### src/rtl/det_pkg.sv
// det_pkg: shared types, widths and helpers for the determinant sequencer
package det_pkg;
  localparam int ELEM_W = 8;
  localparam int MAX_N  = 5;
  localparam int ROW_W  = ELEM_W * MAX_N;
  localparam int MAT_W  = ROW_W * MAX_N;
  typedef enum logic [1:0] {S_IDLE, S_FETCH, S_SETTLE, S_DONE} state_e;
  typedef enum logic [1:0] {SEL_DET2, SEL_DET3, SEL_DET4, SEL_DET5} det_sel_e;
  function automatic logic size_ok(input logic [2:0] s);
    return (s >= 3'd2) && (s <= 3'd5);
  endfunction
endpackage

### src/rtl/det_mat_reg.sv
// det_mat_reg: packed matrix register with whole-matrix clear and indexed row write
module det_mat_reg
  import det_pkg::*;
(
  input  logic             clk,
  input  logic             rst,
  input  logic             clr_i,
  input  logic             wr_i,
  input  logic [2:0]       idx_i,
  input  logic [ROW_W-1:0] row_i,
  output logic [MAT_W-1:0] mat_o
);
  logic [MAT_W-1:0] mat_q;
  // row 0 occupies the top 40 bits; clear wins over a row write
  always_ff @(posedge clk or negedge rst)
    if (!rst) mat_q <= '0;
    else if (clr_i) mat_q <= '0;
    else if (wr_i)
      for (int r = 0; r < MAX_N; r++)
        if (idx_i == 3'(r)) mat_q[MAT_W-1-ROW_W*r -: ROW_W] <= row_i;
  assign mat_o = mat_q;
endmodule

### src/rtl/det_sched.sv
// det_sched: fetches N matrix rows, drives the det units, waits to settle and captures the result
module det_sched
  import det_pkg::*;
#(
  parameter int SETTLE_CYCLES = 2
) (
  input  logic             clk,
  input  logic             rst,
  input  logic             start,
  input  logic [2:0]       size,
  output logic             busy,
  output logic             row_req,
  output logic [2:0]       row_idx,
  input  logic [ROW_W-1:0] row_data,
  input  logic             row_valid,
  output logic [MAT_W-1:0] mat_out,
  output logic [1:0]       det_sel,
  input  logic [ELEM_W-1:0] det_in,
  input  logic             ovf_in,
  output logic [ELEM_W-1:0] result,
  output logic             ovf,
  output logic             done,
  output logic             err
);
  state_e            state_q, state_d;
  logic [2:0]        n_q, idx_q;
  logic [1:0]        sel_q;
  logic [3:0]        cnt_q;
  logic [ELEM_W-1:0] res_q;
  logic              ovf_q, err_q;
  logic [ROW_W-1:0]  row_m;
  logic              accept, last_row;
  assign accept   = (state_q == S_IDLE) && start;
  assign last_row = idx_q == n_q - 3'd1;
  // state register
  always_ff @(posedge clk or negedge rst)
    if (!rst) state_q <= S_IDLE;
    else state_q <= state_d;
  // next-state logic
  always_comb begin
    state_d = state_q;
    case (state_q)
      S_IDLE:   if (start) state_d = size_ok(size) ? S_FETCH : S_DONE;
      S_FETCH:  if (row_valid && last_row) state_d = S_SETTLE;
      S_SETTLE: if (cnt_q == 4'd0) state_d = S_DONE;
      default:  state_d = S_IDLE;
    endcase
  end
  // Moore outputs
  always_comb begin
    busy    = state_q != S_IDLE;
    row_req = state_q == S_FETCH;
    done    = state_q == S_DONE;
    err     = (state_q == S_DONE) && err_q;
  end
  // command latch, row index, settle counter and result capture
  always_ff @(posedge clk or negedge rst)
    if (!rst) begin
      n_q   <= '0;
      idx_q <= '0;
      sel_q <= '0;
      cnt_q <= '0;
      res_q <= '0;
      ovf_q <= 1'b0;
      err_q <= 1'b0;
    end else begin
      case (state_q)
        S_IDLE: if (start) begin
          if (size_ok(size)) begin
            n_q   <= size;
            sel_q <= 2'(size - 3'd2);
            idx_q <= '0;
            err_q <= 1'b0;
          end else begin
            err_q <= 1'b1;
            res_q <= '0;
            ovf_q <= 1'b0;
          end
        end
        S_FETCH: if (row_valid) begin
          if (last_row) cnt_q <= 4'(SETTLE_CYCLES - 1);
          else idx_q <= idx_q + 3'd1;
        end
        S_SETTLE: if (cnt_q == 4'd0) begin
          res_q <= det_in;
          ovf_q <= ovf_in;
        end else cnt_q <= cnt_q - 4'd1;
        default: err_q <= 1'b0;
      endcase
    end
  // columns at or beyond N are forced to zero regardless of the source
  always_comb begin
    row_m = '0;
    for (int c = 0; c < MAX_N; c++)
      row_m[ROW_W-1-ELEM_W*c -: ELEM_W] = (3'(c) < n_q) ? row_data[ROW_W-1-ELEM_W*c -: ELEM_W] : '0;
  end
  det_mat_reg u_mat (
    .clk   (clk),
    .rst   (rst),
    .clr_i (accept && size_ok(size)),
    .wr_i  ((state_q == S_FETCH) && row_valid),
    .idx_i (idx_q),
    .row_i (row_m),
    .mat_o (mat_out)
  );
  assign row_idx = idx_q;
  assign det_sel = sel_q;
  assign result  = res_q;
  assign ovf     = ovf_q;
endmodule

### config.mk
export PLATFORM = sky130hd
export DESIGN_NAME = det_sched
export DESIGN_NICKNAME = d
export VERILOG_FILES = /design/src/rtl/det_pkg.sv /design/src/rtl/det_mat_reg.sv /design/src/rtl/det_sched.sv
export SDC_FILE = /design/constraint.sdc
export NUM_CORES = 1
export LEC_CHECK = 0
export CAP_MARGIN = 20
export CORE_MARGIN = 2
export CORE_UTILIZATION = 35
export CTS_CLUSTER_SIZE = 12
export DETAILED_ROUTE_END_ITERATION = 12
export SLEW_MARGIN = 5
export SYNTH_ARGS = -nofsm -noshare
export SYNTH_HDL_FRONTEND = slang
export SYNTH_HIERARCHICAL = 1
export SYNTH_SLANG_ARGS = --single-unit
### constraint.sdc
create_clock -name clk -period 2.4 [get_ports clk]
set_input_delay 0.48 -clock clk [delete_from_list [all_inputs] [get_ports clk]]
set_output_delay 0.48 -clock clk [all_outputs]
set_load 0.03 [all_outputs]
* After elaboration in Yosys (flattened, before gate mapping)
Index checks and enable logic that the tools add are counted.
Storage, ports and cells: bits in registers 224, bits in latches 0, memory bits (writable) 0, bits in read-only memories 0, output and inout bits 218, logic and storage cells 110, memories 0
Cells by class: add/subtract/negate cells 4, multipliers 0, div/mod/pow operators 0, magnitude comparators 7, equal/unequal tests 17, shift operators 0, mux-type cells 37, bitwise operators 1, reductions and logical operators 31
Operators with widths (count):
- $mux 200 | 2
- $mux 40 | 5
- $mux 8 | 8
- $reduce_bool 2->1 | 10
- $pmux 8 s2 | 1
- $mux 3 | 4
- $mux 4 | 3
- $reduce_and 2->1 | 6
- $ne 2x2->1 const B | 5
- $mux 2 | 4
- $ne 2x1->1 const B | 4
- $pmux 4 s2 | 1
- $reduce_and 4->1 | 2
- $eq 3x2->1 const B | 2
- $logic_and 1x1->1 | 6
- $lt 1x3->1 const A | 2
- $lt 2x3->1 const A | 2
- $pmux 2 s3 | 1
- $pmux 3 s2 | 1
- $reduce_and 3->1 | 2
- $mux 1 | 5
- $reduce_and 5->1 | 1
- $eq 2x2->1 const B | 2
- $logic_not 4->1 | 1
- 16 further kinds | 17

* Longest topological paths before layout
Gate-level depths: netlist (run 1).
depth after elaboration 5, gate-level depth with buffers 9

* By module
Netlist (run 1), hierarchy kept.
By module, submodules not included:
- det_mat_reg | times used 1, cells each 698, area each 8871.0 um2, seq. area each 5004.8 um2
- det_sched | times used 1, cells each 172, area each 1636.6 um2, seq. area each 575.6 um2

* Least setup slack after synthesis (run 1)
OpenSTA, ideal clock, no wires.
path type register to register, start point register state_q[1], end point register u_mat.mat_q[160], in the netlist u_mat/mat_o[160], arrival 2.005 ns, path slack 0.269 ns, stages on the path, launching flop included 8, buffers on the path 2, period minus slack after synthesis 2.131 ns, cells stage by stage dfrtp_1 inv_1 ha_1 and2_1 or4b_1 buf_6 buf_12 mux2i_1
RTL lines:
- start: declaration | line det_sched.sv:25 | state_e state_q, state_d;
- start signal: assignment | line det_sched.sv:38 | else state_q <= state_d;
- $eq 2x1->1
- named net row_req | line det_sched.sv:12 | output logic row_req,
- $logic_and 1x1->1 | line det_sched.sv:101 | .wr_i ((state_q == S_FETCH) && row_valid),
- $reduce_bool 2->1 (no source line)
- $reduce_and 2->1 (no source line)
- end signal: indexed assignment | line det_mat_reg.sv:20 | if (idx_i == 3'(r)) mat_q[MAT_W-1-ROW_W*r -: ROW_W] <= row_i;
- end: declaration | line det_mat_reg.sv:13 | logic [MAT_W-1:0] mat_q;
The timed path passes the listed nets, and every way through them passes these cells. A chain may end at the register's enable or synchronous reset.

* Final worst setup path (run 1)
start point register idx_q[1], in the netlist row_idx[1], end point output port row_idx[1]
RTL lines:
- start: declaration | line det_sched.sv:26 | logic [2:0] n_q, idx_q;
- start signal: assignment | line det_sched.sv:82 | else idx_q <= idx_q + 3'd1;
- end: declaration | line det_sched.sv:13 | output logic [2:0] row_idx,
No word-level cell between the ends.

==> results.ini, run 1 <==
[synth]
ys_seq_area_share_pct = 53.1
synth_fa_ha_area_share_pct = 0.953
ys_seq_elements = 223
syn_area_um2 = 10500
synth_nets = 934
synthArstFlopShare_pct = 100
synth_top_family_by_area = multiplexers
synth_edf_count = 0
synth_top_area_cell = dfrtp_1
synth_most_common_cell = nand2b_1
synth_area_leaders = dfrtp_1 (53%), mux2i_1 (20%), nand2b_1 (15%), nor2b_1 (1.7%), clkbuf_1 (1.2%)
synth_cell_types = 49
synthMuxAreaShare_pct = 20.0
synth_ff_type = dfrtp_1
yosys_warnings = 6
synth_commonest_cells = nand2b_1 (244), dfrtp_1 (223), mux2i_1 (205)
syn_inst = 870
syn_area_per_cell_um2 = 12.1
yosys.area.top_type_share_pct = 53.1
synthXorXnorAreaFrac_pct = 0.810
synth-compound-area-share_pct = 2.07
synthSimpleGateAreaFrac_pct = 19.8

[critical_path]
worstPathArrival_ns = 1.81
rr_worst_depth = 6
critPathCaptureType = output port
crit_cells = 1
critPathTopFamily = buffers and inverters
reg2reg_from = state_q[1]$_DFFE_PN0P_
crit_path_cell_trace = clkdlybuf4s50_1
cp-start-kind = register
path_max_fanout = 7
cp.required_ns = 1.92
reg2reg_slack_ns = 0.43
reg2reg_to = u_mat/mat_o[165]$_DFFE_PN0P_
critPathKind = reg2out
path_buf_inv = 1
critical-path-slowest-cell = clkdlybuf4s50_1
slowest_delay_ns = 0.77

[power_and_ir_drop]
p_seq_share_pct = 31.7
power_frac_clock_pct = 23.0
peakVddDrop_v = 0.000603
p_switching_uw = 6740
power.internal_uw = 10500
leakage_uw = 0.00725
p_per_area_nw_per_um2 = 1160
p_comb_share_pct = 45.3
switching_share_pct = 39.1

[drt]
wire_per_inst_um = 18.6
antenna_left = 0
viasPerCell = 4.70
drc_errors = 0
first_pass_iters = 4
drtIter0Drc = 416
wl_mm = 29.2
num_vias = 7375

[clocking]
root_buffer = clkbuf_16
clk_pin_slew_ns = 0.06
clock_sinks = 223
clk_latency_ns = 0.52
cts_tree = built
htreeDepth = 1
cts_made_buffers = 26
post_cts_buffers = 0
clk_path_buf_depth = 3

[placement]
placed_area_um2 = 14000
io_buffers = 273
gp_congestion = 0.760
place_hpwl_mm = 20.0

[timing]
post-route-period-util_pct = 95.3
hold_viol_final = 0
fin_setup_tns_ns = 0
timing.fmax_mhz = 437
worst_slew_pin_slew_ns = 0.531
relSlewSlack_pct = 64.5
finalSetupViolCount = 0
period_minus_slack_ns = 2.29
rsz0062_at_grt = no
drv_slew = 0
skew_ns = 0.0117

[floorplan]
core-area_um2 = 29600
dieHeight_um = 177
initial_core_util_pct = 35.5
die_area_um2 = 31400
rows = 63
ios = 274
fp.dieW_um = 177

[global_route]
grtUsageTotal_pct = 18.4
grt_pass1_wl_mm = 45.1
grt_pass1_vias = 7681
grt_max_degree = 89
antenna_found_initial = 1
grt-ovfl-total = 0

[hold_path]
hold_path.class = in2async

[finish]
layout.nets = 1223
drive_above_1_share_pct = 8.91
syn2layout_area_growth_pct = 41.2
final_area_um2 = 14800

[status]
outcome = finished, final reports clean

[flow_run]
cap_violations = 0

[power groups by stage]
| stage | sequential [uW] | clock, uW | combinational [uW] |
|---|---|---|---|
| 6_report | 5460 | 3970 | 7820 |
| 4_1_cts | 5480 | 4090 | 7910 |
| 5_1_grt | 5590 | 4230 | 8380 |
| 3_5_place_dp | 5510 | 0 | 7900 |
| 3_3_place_gp | 5540 | 0 | 7820 |
| 2_1_floorplan | 7220 | 0 | 2880 |
[routing by layer]
metal / wire [um] / share of wire, % / global-route usage (%) / up-vias
met1: 13400 / 46 / 25.9 / 3668
li1: - / - / - / 3475
met2: 13500 / 46 / 29.1 / 200
met3: 1800 / 6.2 / 3.74 / 32
met4: 534 / 1.8 / 4.34 / 0
met5: 0 / 0 / 0 / -
[repair_timing]
item / CTS / global route
resized for setup: 4 / 1
cloned: 0 / 0
hold endpoints to repair: 17 / 0
endpoints found under the setup margin: 4 / 1
hold buffers: 1 / 0
[metrics by stage]
stage | hold WS, ns | utilization, % | total power [uW] | worst slack, ns | std cells
after floorplan | 0.184 | - | 10100 | 0.269 | 870
after global placement | 0.331 | 47.1 | 13400 | 0.0346 | 1520
after detailed placement | 0.333 | 47.1 | 13400 | 0.00276 | 1520
after CTS | 0.362 | 50.1 | 17500 | 0.0227 | 1568
after global routing | 0.395 | 50.1 | 18200 | 0.0700 | 1568
final | 0.390 | 50.1 | 17300 | 0.114 | 1570
[worst register-to-register path: stages, from the launching register on]
cell	delay [ns]
dfrtp_1	0.42
inv_1	0.09
ha_1	0.19
and2_1	0.23
or4b_4	0.53
buf_12	0.21
mux2i_1	0.16
[registers in the layout (all words and copies together) (netlist names)]
| register | cells |
|---|---|
| row_idx | 3 |
| state_q | 2 |
| result | 8 |
| u_mat/mat_o | 200 |
| cnt_q | 4 |
| det_sel | 1 |
| err_q | 1 |
| ovf | 1 |
| n_q | 3 |
[worst max path at each step]
stage,startpoint,endpoint,slack [ns]
2_1_floorplan,state_q[1]$_DFFE_PN0P_,u_mat/mat_o[160]$_DFFE_PN0P_,0.27
5_1_grt,state_q[1]$_DFFE_PN0P_,busy,0.07
3_3_place_gp,size[2],u_mat/mat_o[45]$_DFFE_PN0P_,0.03
4_1_cts,state_q[1]$_DFFE_PN0P_,done,0.02
6_report,row_idx[1]$_DFFE_PN0P_,row_idx[1],0.11
3_5_place_dp,size[2],u_mat/mat_o[45]$_DFFE_PN0P_,0.003
[cell type report]
class | instances | area, um2
diodes | 2 | 5.00
clock buffers | 38 | 797
clock inverters | 9 | 76.3
fillers | 2700 | 14800
inverters | 9 | 36.3
multi-input cells | 581 | 4620
flip-flops and latches | 223 | 5580
well taps | 390 | 488
repair buffers | 318 | 3240
[cells in the final DEF (no fill, tap or decap), types with 9 or more instances in the layout]
cell type        netlist  layout
clkdlybuf4s50_1        0     267
nand2b_1             244     244
dfrtp_1              223     223
mux2i_1              205     205
buf_4                  2      31
nor2b_1               28      28
clkbuf_16              0      27
and2_1                19      19
buf_12                 4      13
nand2_1               11      11
a22o_1                 9       9
[cells by family (layout without fill, tap and decap cells)]
kind of cell | after synthesis | in the layout
AND/OR/NAND/NOR | 331 | 331
flip-flops | 223 | 223
multiplexers | 209 | 209
buffers and inverters | 66 | 374
AO/OA/AOI/OAI | 28 | 28
adder cells (fa/ha/maj) | 8 | 8
XOR/XNOR | 5 | 5
other | 0 | 2
Power figures use the tool's default switching activity.
==> run 2, diff against run 1 <==
Settings changed: TNS_END_PERCENT set to 1.
==> results of run 2 <==
No change in the layout: final DEF, timing and power equal those of run 1.
